[src/rtl/infer_sched.sv]
// rtl/infer_sched.sv - inference job scheduler in front of the CNN core
//
// Purpose: per job, pulse the core reset, stream DATA_LEN image bytes from the
// upstream byte stream, then WGT_LEN weight bytes from the weight RAM, then wait
// for the core result flag (or a timeout) and present the result on a
// valid/ready port.
//
// Ports:
//   clk, rst               clock, synchronous active-high reset
//   start                  job request (sampled in IDLE only)
//   busy                   high in every state except IDLE
//   src_valid/src_data     upstream image byte stream
//   src_ready              high only while loading image bytes
//   wgt_addr/wgt_rdata     weight RAM read port (1-cycle read latency)
//   core_rst_n             core reset, active-low
//   core_mode/core_din     byte to core, mode 0 = image, 1 = weight
//   core_ram_en            core write strobe
//   core_dout/core_flag    core result and result-valid flag
//   res_valid/res_ready    result handshake
//   res_data/res_timeout   captured result (0 on timeout), timeout marker
//   job_cnt                accepted results, wraps at 2^16
module infer_sched #(
   parameter int DATA_LEN = 64,
   parameter int WGT_LEN  = 54,
   parameter int RST_CYC  = 2,
   parameter int TIMEOUT  = 255,
   localparam int AW      = $clog2(WGT_LEN)
) (
   input  logic          clk,
   input  logic          rst,
   input  logic          start,
   output logic          busy,
   input  logic          src_valid,
   input  logic [7:0]    src_data,
   output logic          src_ready,
   output logic [AW-1:0] wgt_addr,
   input  logic [7:0]    wgt_rdata,
   output logic          core_rst_n,
   output logic          core_mode,
   output logic [7:0]    core_din,
   output logic          core_ram_en,
   input  logic [7:0]    core_dout,
   input  logic          core_flag,
   output logic          res_valid,
   input  logic          res_ready,
   output logic [7:0]    res_data,
   output logic          res_timeout,
   output logic [15:0]   job_cnt
);

   localparam logic [2:0] S_IDLE  = 3'd0;
   localparam logic [2:0] S_CRST  = 3'd1;
   localparam logic [2:0] S_LDATA = 3'd2;
   localparam logic [2:0] S_LWGT  = 3'd3;
   localparam logic [2:0] S_WAIT  = 3'd4;
   localparam logic [2:0] S_HOLD  = 3'd5;

   localparam int DW = $clog2(DATA_LEN);
   localparam int WW = $clog2(WGT_LEN + 1);
   localparam int RW = $clog2(RST_CYC + 1);
   localparam int TW = $clog2(TIMEOUT + 1);

   localparam logic [DW-1:0] D_LAST = DW'(DATA_LEN - 1);
   localparam logic [WW-1:0] W_LAST = WW'(WGT_LEN);
   localparam logic [RW-1:0] R_LAST = RW'(RST_CYC - 1);
   localparam logic [TW-1:0] T_LAST = TW'(TIMEOUT - 1);

   logic [2:0]    state_q, state_d;
   logic [RW-1:0] r_cnt_q, r_cnt_d;
   logic [DW-1:0] d_cnt_q, d_cnt_d;
   logic [WW-1:0] w_cnt_q, w_cnt_d;
   logic [TW-1:0] t_cnt_q, t_cnt_d;
   logic          core_rst_n_q, core_rst_n_d;
   logic          core_mode_q, core_mode_d;
   logic [7:0]    core_din_q, core_din_d;
   logic          core_ram_en_q, core_ram_en_d;
   logic          res_valid_q, res_valid_d;
   logic [7:0]    res_data_q, res_data_d;
   logic          res_timeout_q, res_timeout_d;
   logic [15:0]   job_cnt_q, job_cnt_d;

   always_comb begin
      state_d       = state_q;
      r_cnt_d       = r_cnt_q;
      d_cnt_d       = d_cnt_q;
      w_cnt_d       = w_cnt_q;
      t_cnt_d       = t_cnt_q;
      core_rst_n_d  = core_rst_n_q;
      core_mode_d   = core_mode_q;
      core_din_d    = core_din_q;
      core_ram_en_d = 1'b0;
      res_valid_d   = res_valid_q;
      res_data_d    = res_data_q;
      res_timeout_d = res_timeout_q;
      job_cnt_d     = job_cnt_q;
      case (state_q)
         S_IDLE: begin
            core_rst_n_d = 1'b1;
            if (start) begin
               state_d      = S_CRST;
               core_rst_n_d = 1'b0;
               r_cnt_d      = '0;
            end
         end
         S_CRST: begin
            core_mode_d = 1'b0;
            if (r_cnt_q == R_LAST) begin
               state_d      = S_LDATA;
               core_rst_n_d = 1'b1;
               d_cnt_d      = '0;
            end else begin
               r_cnt_d = r_cnt_q + 1'b1;
            end
         end
         S_LDATA: begin
            if (src_valid) begin
               core_din_d    = src_data;
               core_mode_d   = 1'b0;
               core_ram_en_d = 1'b1;
               d_cnt_d       = d_cnt_q + 1'b1;
               if (d_cnt_q == D_LAST) begin
                  state_d = S_LWGT;
                  w_cnt_d = '0;
               end
            end
         end
         S_LWGT: begin
            // RAM data lags the address by one cycle: the w_cnt==0 cycle has
            // nothing to forward (bubble), cycle k forwards weight k-1.
            if (w_cnt_q != '0) begin
               core_din_d    = wgt_rdata;
               core_mode_d   = 1'b1;
               core_ram_en_d = 1'b1;
            end
            if (w_cnt_q == W_LAST) begin
               state_d = S_WAIT;
               w_cnt_d = '0;
               t_cnt_d = '0;
            end else begin
               w_cnt_d = w_cnt_q + 1'b1;
            end
         end
         S_WAIT: begin
            t_cnt_d = t_cnt_q + 1'b1;
            // A flag arriving on the final timeout cycle still yields a result.
            if (core_flag) begin
               res_data_d    = core_dout;
               res_timeout_d = 1'b0;
               res_valid_d   = 1'b1;
               state_d       = S_HOLD;
            end else if (t_cnt_q == T_LAST) begin
               res_data_d    = '0;
               res_timeout_d = 1'b1;
               res_valid_d   = 1'b1;
               state_d       = S_HOLD;
            end
         end
         S_HOLD: begin
            if (res_ready) begin
               res_valid_d = 1'b0;
               job_cnt_d   = job_cnt_q + 16'd1;
               state_d     = S_IDLE;
            end
         end
         default: state_d = S_IDLE;
      endcase
   end

   always_ff @(posedge clk) begin
      if (rst) begin
         state_q       <= S_IDLE;
         r_cnt_q       <= '0;
         d_cnt_q       <= '0;
         w_cnt_q       <= '0;
         t_cnt_q       <= '0;
         core_rst_n_q  <= 1'b0;
         core_mode_q   <= 1'b0;
         core_din_q    <= '0;
         core_ram_en_q <= 1'b0;
         res_valid_q   <= 1'b0;
         res_data_q    <= '0;
         res_timeout_q <= 1'b0;
         job_cnt_q     <= '0;
      end else begin
         state_q       <= state_d;
         r_cnt_q       <= r_cnt_d;
         d_cnt_q       <= d_cnt_d;
         w_cnt_q       <= w_cnt_d;
         t_cnt_q       <= t_cnt_d;
         core_rst_n_q  <= core_rst_n_d;
         core_mode_q   <= core_mode_d;
         core_din_q    <= core_din_d;
         core_ram_en_q <= core_ram_en_d;
         res_valid_q   <= res_valid_d;
         res_data_q    <= res_data_d;
         res_timeout_q <= res_timeout_d;
         job_cnt_q     <= job_cnt_d;
      end
   end

   assign busy        = (state_q != S_IDLE);
   assign src_ready   = (state_q == S_LDATA);
   assign wgt_addr    = w_cnt_q[AW-1:0];
   assign core_rst_n  = core_rst_n_q;
   assign core_mode   = core_mode_q;
   assign core_din    = core_din_q;
   assign core_ram_en = core_ram_en_q;
   assign res_valid   = res_valid_q;
   assign res_data    = res_data_q;
   assign res_timeout = res_timeout_q;
   assign job_cnt     = job_cnt_q;

endmodule

[config.mk]
export PLATFORM = sky130hd
export DESIGN_NAME = infer_sched
export DESIGN_NICKNAME = d
export VERILOG_FILES = /design/src/rtl/infer_sched.sv
export SDC_FILE = /design/constraint.sdc
export NUM_CORES = 1
export LEC_CHECK = 0
export CORE_MARGIN = 2
export CORE_UTILIZATION = 49
export CTS_CLUSTER_DIAMETER = 50
export DETAILED_ROUTE_END_ITERATION = 10
export PLACE_DENSITY = 0.8
export SLEW_MARGIN = 15
export SYNTH_ARGS = -nofsm -noshare
export SYNTH_HDL_FRONTEND = slang
export SYNTH_SLANG_ARGS = --single-unit
[constraint.sdc]
create_clock -name clk -period 2.65 [get_ports clk]
set_input_delay 0.53 -clock clk [delete_from_list [all_inputs] [get_ports clk]]
set_output_delay 0.53 -clock clk [all_outputs]
set_load 0.02 [all_outputs]
After elaboration in Yosys (flattened, before gate mapping)
Index checks and enable logic that the tools add are counted. Widths: inputs -> output; s select.

Add/sub/neg operators: 5. Eq/ne operators: 18. Multiplexer cells: 40. Reduce and logical (&&, ||, !) cells: 21.

Operators with widths (number): $mux 8 (5); $pmux 8 s2 (2); $mux 6 (5); $mux 3 (8); $pmux 6 s2 (2); $pmux 3 s6 (1); $reduce_and 3->1 (6); $add 16x1->16 const B (1); $ne 2x2->1 const B (7); $add 6x1->6 const B (2); $eq 6x6->1 const B (2); $reduce_bool 2->1 (6); $mux 1 (10); $add 8x1->8 const B (1); $eq 8x8->1 const B (1); $reduce_and 2->1 (4); $reduce_and 7->1 (1); $eq 3x2->1 const B (2); $eq 3x3->1 const B (2); $pmux 1 s2 (3); $reduce_bool 3->1 (2); $reduce_bool 6->1 (1); $mux 2 (2); $pmux 2 s2 (1); other kinds (7) (7).

Bits in registers: 62. Input bits: 30. Output and inout bits: 45. Word-level logic and storage cells: 97.

Longest topological paths before layout
Depth after elaboration: 4. Gate-level depth with buffers: 7. Depth with buffers taken out: 6.

Worst setup path before layout
Ideal clock, no wire load.

Path type: register to register. From: reg w_cnt_q[0], in the netlist wgt_addr[0]. To: reg core_din_q[6], in the netlist core_din[6]. Library setup time: 91 ps. Arrival: 1994 ps. Data required time: 2559 ps. Setup slack: 565 ps. Cell stages (with the launch flop): 8. Buffers on the path: 1. Clock period less this slack: 2085 ps. Path through: dfxtp_1 > inv_1 > ha_1 > nor4b_1 > a311oi_2 > clkbuf_1 > nor2_1 > a311oi_1.

Word-level cells in the longest chain between the ends: 3.

RTL lines: start: declaration (line 71) `logic [WW-1:0] w_cnt_q, w_cnt_d;`; start signal: assignment (line 188) `w_cnt_q <= w_cnt_d;`; $reduce_bool 6->1 (line 130) `if (w_cnt_q != '0) begin`; $ne 2x2->1 (no source line); $reduce_and 3->1 (no source line); end signal: assignment (line 192) `core_din_q <= core_din_d;`; end: declaration (line 75) `logic [7:0] core_din_q, core_din_d;`.

No other way between the ends. A chain may end at the register's enable or synchronous reset.

Worst setup path after layout
From: reg state_q[1]. To: out busy.

Word-level cells in the longest chain between the ends: 1.

RTL lines: start: declaration (line 68) `logic [2:0] state_q, state_d;`; start signal: assignment (line 185) `state_q <= state_d;`; $reduce_bool 3->1 (line 201) `assign busy = (state_q != S_IDLE);`; end: declaration (line 32) `output logic busy,`.

No other way between the ends.

==> out/results.txt <==
# diodes -> 0
Post-DRT Antenna Nets -> 0
RSZ-0062 raised after global routing -> no
top-area cell type share of the netlist area -> 42.2%
Post-synth ARST share -> 0%
H-Tree Depth -> 3
setup TNS -> 0 ps
number of global-route vias before repair -> 2,647
Finished Cell Area -> 3960 sq um
drt via density -> 5.56
Root Buffer -> clkbuf_8
Max Cap Viol -> 0
CTS Hold Bufs -> 0
post-synthesis register bit count -> 62
Hold Crit Class -> reg2reg
row cnt -> 28
io pins -> 75
Net Switching -> 0.461 mW
clock-pin slew on the worst setup and hold paths -> 70 ps
post-synthesis area per instance -> 8.55 sq um
Power per Cell Area -> 501 nW/um^2
fmax -> 407 MHz
share of cells above drive strength 1 -> 7.98%
post-synthesis instance total -> 344
DIE HEIGHT -> 81.5 um
dpl cell area -> 3760 sq um
port bufs -> 74
clk buf depth -> 2
Tot Pwr -> 1.98 mW
reg-to-reg setup timing slack -> 580 ps
logic gate share of total power -> 9.2%
Num CTS Buffers -> 9
Setup Fix Bufs, Post-CTS -> 0
core area -> 5850 sq um
CTS resizes -> 0
nets -> 459
synth unique cells -> 47
final wirelength -> 7010 um
TritonCTS clock tree -> yes
final HPWL from detailed placement -> 4970 um
area grow syn2layout -> 34.6%
Sink Count -> 62
P_int -> 1.52 mW
All-Layer GR Usage -> 22.3%
EDFF count, synth -> 0
pre-CTS setup slack -> 303 ps
Cell Area, Synth -> 2940 sq um
placed cells -> 485
vias -> 2,786
largest cells by area after synthesis -> dfxtp_1, nand2_1, nor2_1
Required @ worst endpoint -> 2120 ps
Cell Count, Final, Fillers Out -> 501
Starting Density -> 50.3%
clock share of power -> 42.4%
outcome -> completed
die width -> 81.5 um
leading area contributor after synthesis -> dfxtp_1
fin util -> 67.6%
GRT Residual Overflow -> 0
FILL cells -> 482
Final Max Slew Viols -> 0
Startpoint Class -> register
predominant post-synthesis flop cell -> dfxtp_1
Switching Share -> 23.3%
final worst path period share -> 92.8%
Clock Latency Late Sink -> 340 ps
largest net degree at the start of global routing -> 32
synth warn -> 0
Rel. slew slack -> 57.9%
Worst EP arrival -> 1930 ps
starting DRC count in detailed routing -> 183
crit path time final -> 2460 ps
leakage dissipation -> 1.37 nW
Hold Violations, Final -> 0
drt first pass iters -> 4
share of power burned in registers -> 48.3%
register area share after synthesis -> 42.2%
worst slew pin tran -> 624 ps
WL/cell -> 14.0 um
first-pass GRT wire length -> 11,600 um
critical path class -> reg2out
Setup WS post-layout -> 192 ps
Clock Skews -> 7.23 ps
CP max FO -> 15
Hold WS -> 463 ps
GPL Wtd Cong -> 0.817
CP endpoint kind -> output pin
residual DRC count -> 0
die area -> 6640 sq um
VDD IR max -> 0.352 mV
initial antenna violation count -> 0
Mapped Nets -> 382
Setup-failing EPs final -> 0
[logic make-up after synthesis]
logic type / Yosys count / synth area share (%)
and+or+nand+nor: 142 / 24.9
AOI/OAI and AO/OA: 83 / 19.2
DFF: 62 / 42.2
buffers and inverters: 32 / 4.94
xor gates and xnor gates: 12 / 3.57
adders and majority gates: 8 / 3.40
muxes: 5 / 1.79
[critical path, stage by stage, from the launching register on]
cell and delay (ps):
dfxtp_1 660, nor3_1 130, buf_4 170, inv_1 40
clkdlybuf4s50_1 590
[flip-flops by register name (all words and copies together), names as in the netlist]
name and flops:
core_din 8, wgt_addr 6, t_cnt_q 8, core_ram_en 1
d_cnt_q 6, res_timeout 1, res_valid 1, state_q 3
core_rst_n 1, res_data 8, core_mode 1, r_cnt_q 2
job_cnt 16
[power groups by stage]
| stage | Clock [mW] | Combinational [mW] | Sequential (mW) |
|---|---|---|---|
| after floorplan | 0 | 0.0926 | 0.980 |
| after global placement | 0 | 0.180 | 0.977 |
| after detailed placement | 0 | 0.183 | 0.978 |
| after CTS | 0.859 | 0.184 | 0.957 |
| after global routing | 0.894 | 0.201 | 0.959 |
| final | 0.840 | 0.183 | 0.957 |
[routing by layer]
metal	track usage [%]	share of wire [%]
met1	28.6	46
met2	36.9	49
met3	3.74	3.2
met4	9.83	1.6
met5	0	0
[final timing paths]
kind                            startpoint           to  cells past startpoint
worst min-delay path            r_cnt_q[1]   r_cnt_q[1]                      2
worst max-delay path            state_q[1]         busy                      4
worst min register to register  r_cnt_q[1]   r_cnt_q[1]                      2
worst max register to register  state_q[1]  wgt_addr[4]                      4
[synthesized netlist by cell type, types with 2 or more instances]
| library cell | number |
|---|---|
| or4_1 | 6 |
| nor2_1 | 35 |
| a21o_1 | 2 |
| nand4_1 | 9 |
| mux2i_1 | 3 |
| nand3b_1 | 4 |
| o21bai_1 | 2 |
| or3b_2 | 2 |
| a311oi_1 | 8 |
| o31ai_1 | 6 |
| nand2_1 | 35 |
| and2_1 | 5 |
| buf_6 | 3 |
| nand3_1 | 11 |
| inv_1 | 13 |
| clkbuf_1 | 13 |
| o21ai_0 | 12 |
| xor2_1 | 7 |
| dfxtp_1 | 62 |
| and3_1 | 4 |
| a21oi_1 | 25 |
| or3_1 | 12 |
| a22o_1 | 8 |
| a211oi_1 | 11 |
| ha_1 | 8 |
| nor2b_1 | 3 |
| mux2_2 | 2 |
| xnor2_1 | 5 |
| buf_2 | 2 |
| nor3_1 | 9 |
[layout make-up]
cell class	count	area (sq um)	area share, %
Multi-Input combinational cell	250	1550	39.3
Sequential cell	62	1240	31.4
Timing Repair Buffer	85	818	20.7
Clock buffer	12	155	3.92
Tap cell	75	93.8	2.37
Inverter	13	48.8	1.23
Clock inverter	4	45.0	1.14
[cells in the final DEF, fill, tap and decap left out, types with 6 or more instances in the layout]
cell type        instances
o21ai_0                 12
buf_4                   11
xor2_1                   7
o31ai_1                  6
a311oi_1                 8
nor2_1                  35
nand4_1                  9
a211oi_1                11
or4_1                    6
dfxtp_1                 62
a21oi_1                 25
or3_1                   12
inv_1                   13
ha_1                     8
a22o_1                   8
clkdlybuf4s50_1         73
nor3_1                   9
clkbuf_8                11
nand2_1                 35
nand3_1                 11
No activity file was read; power rests on OpenSTA's default activity.
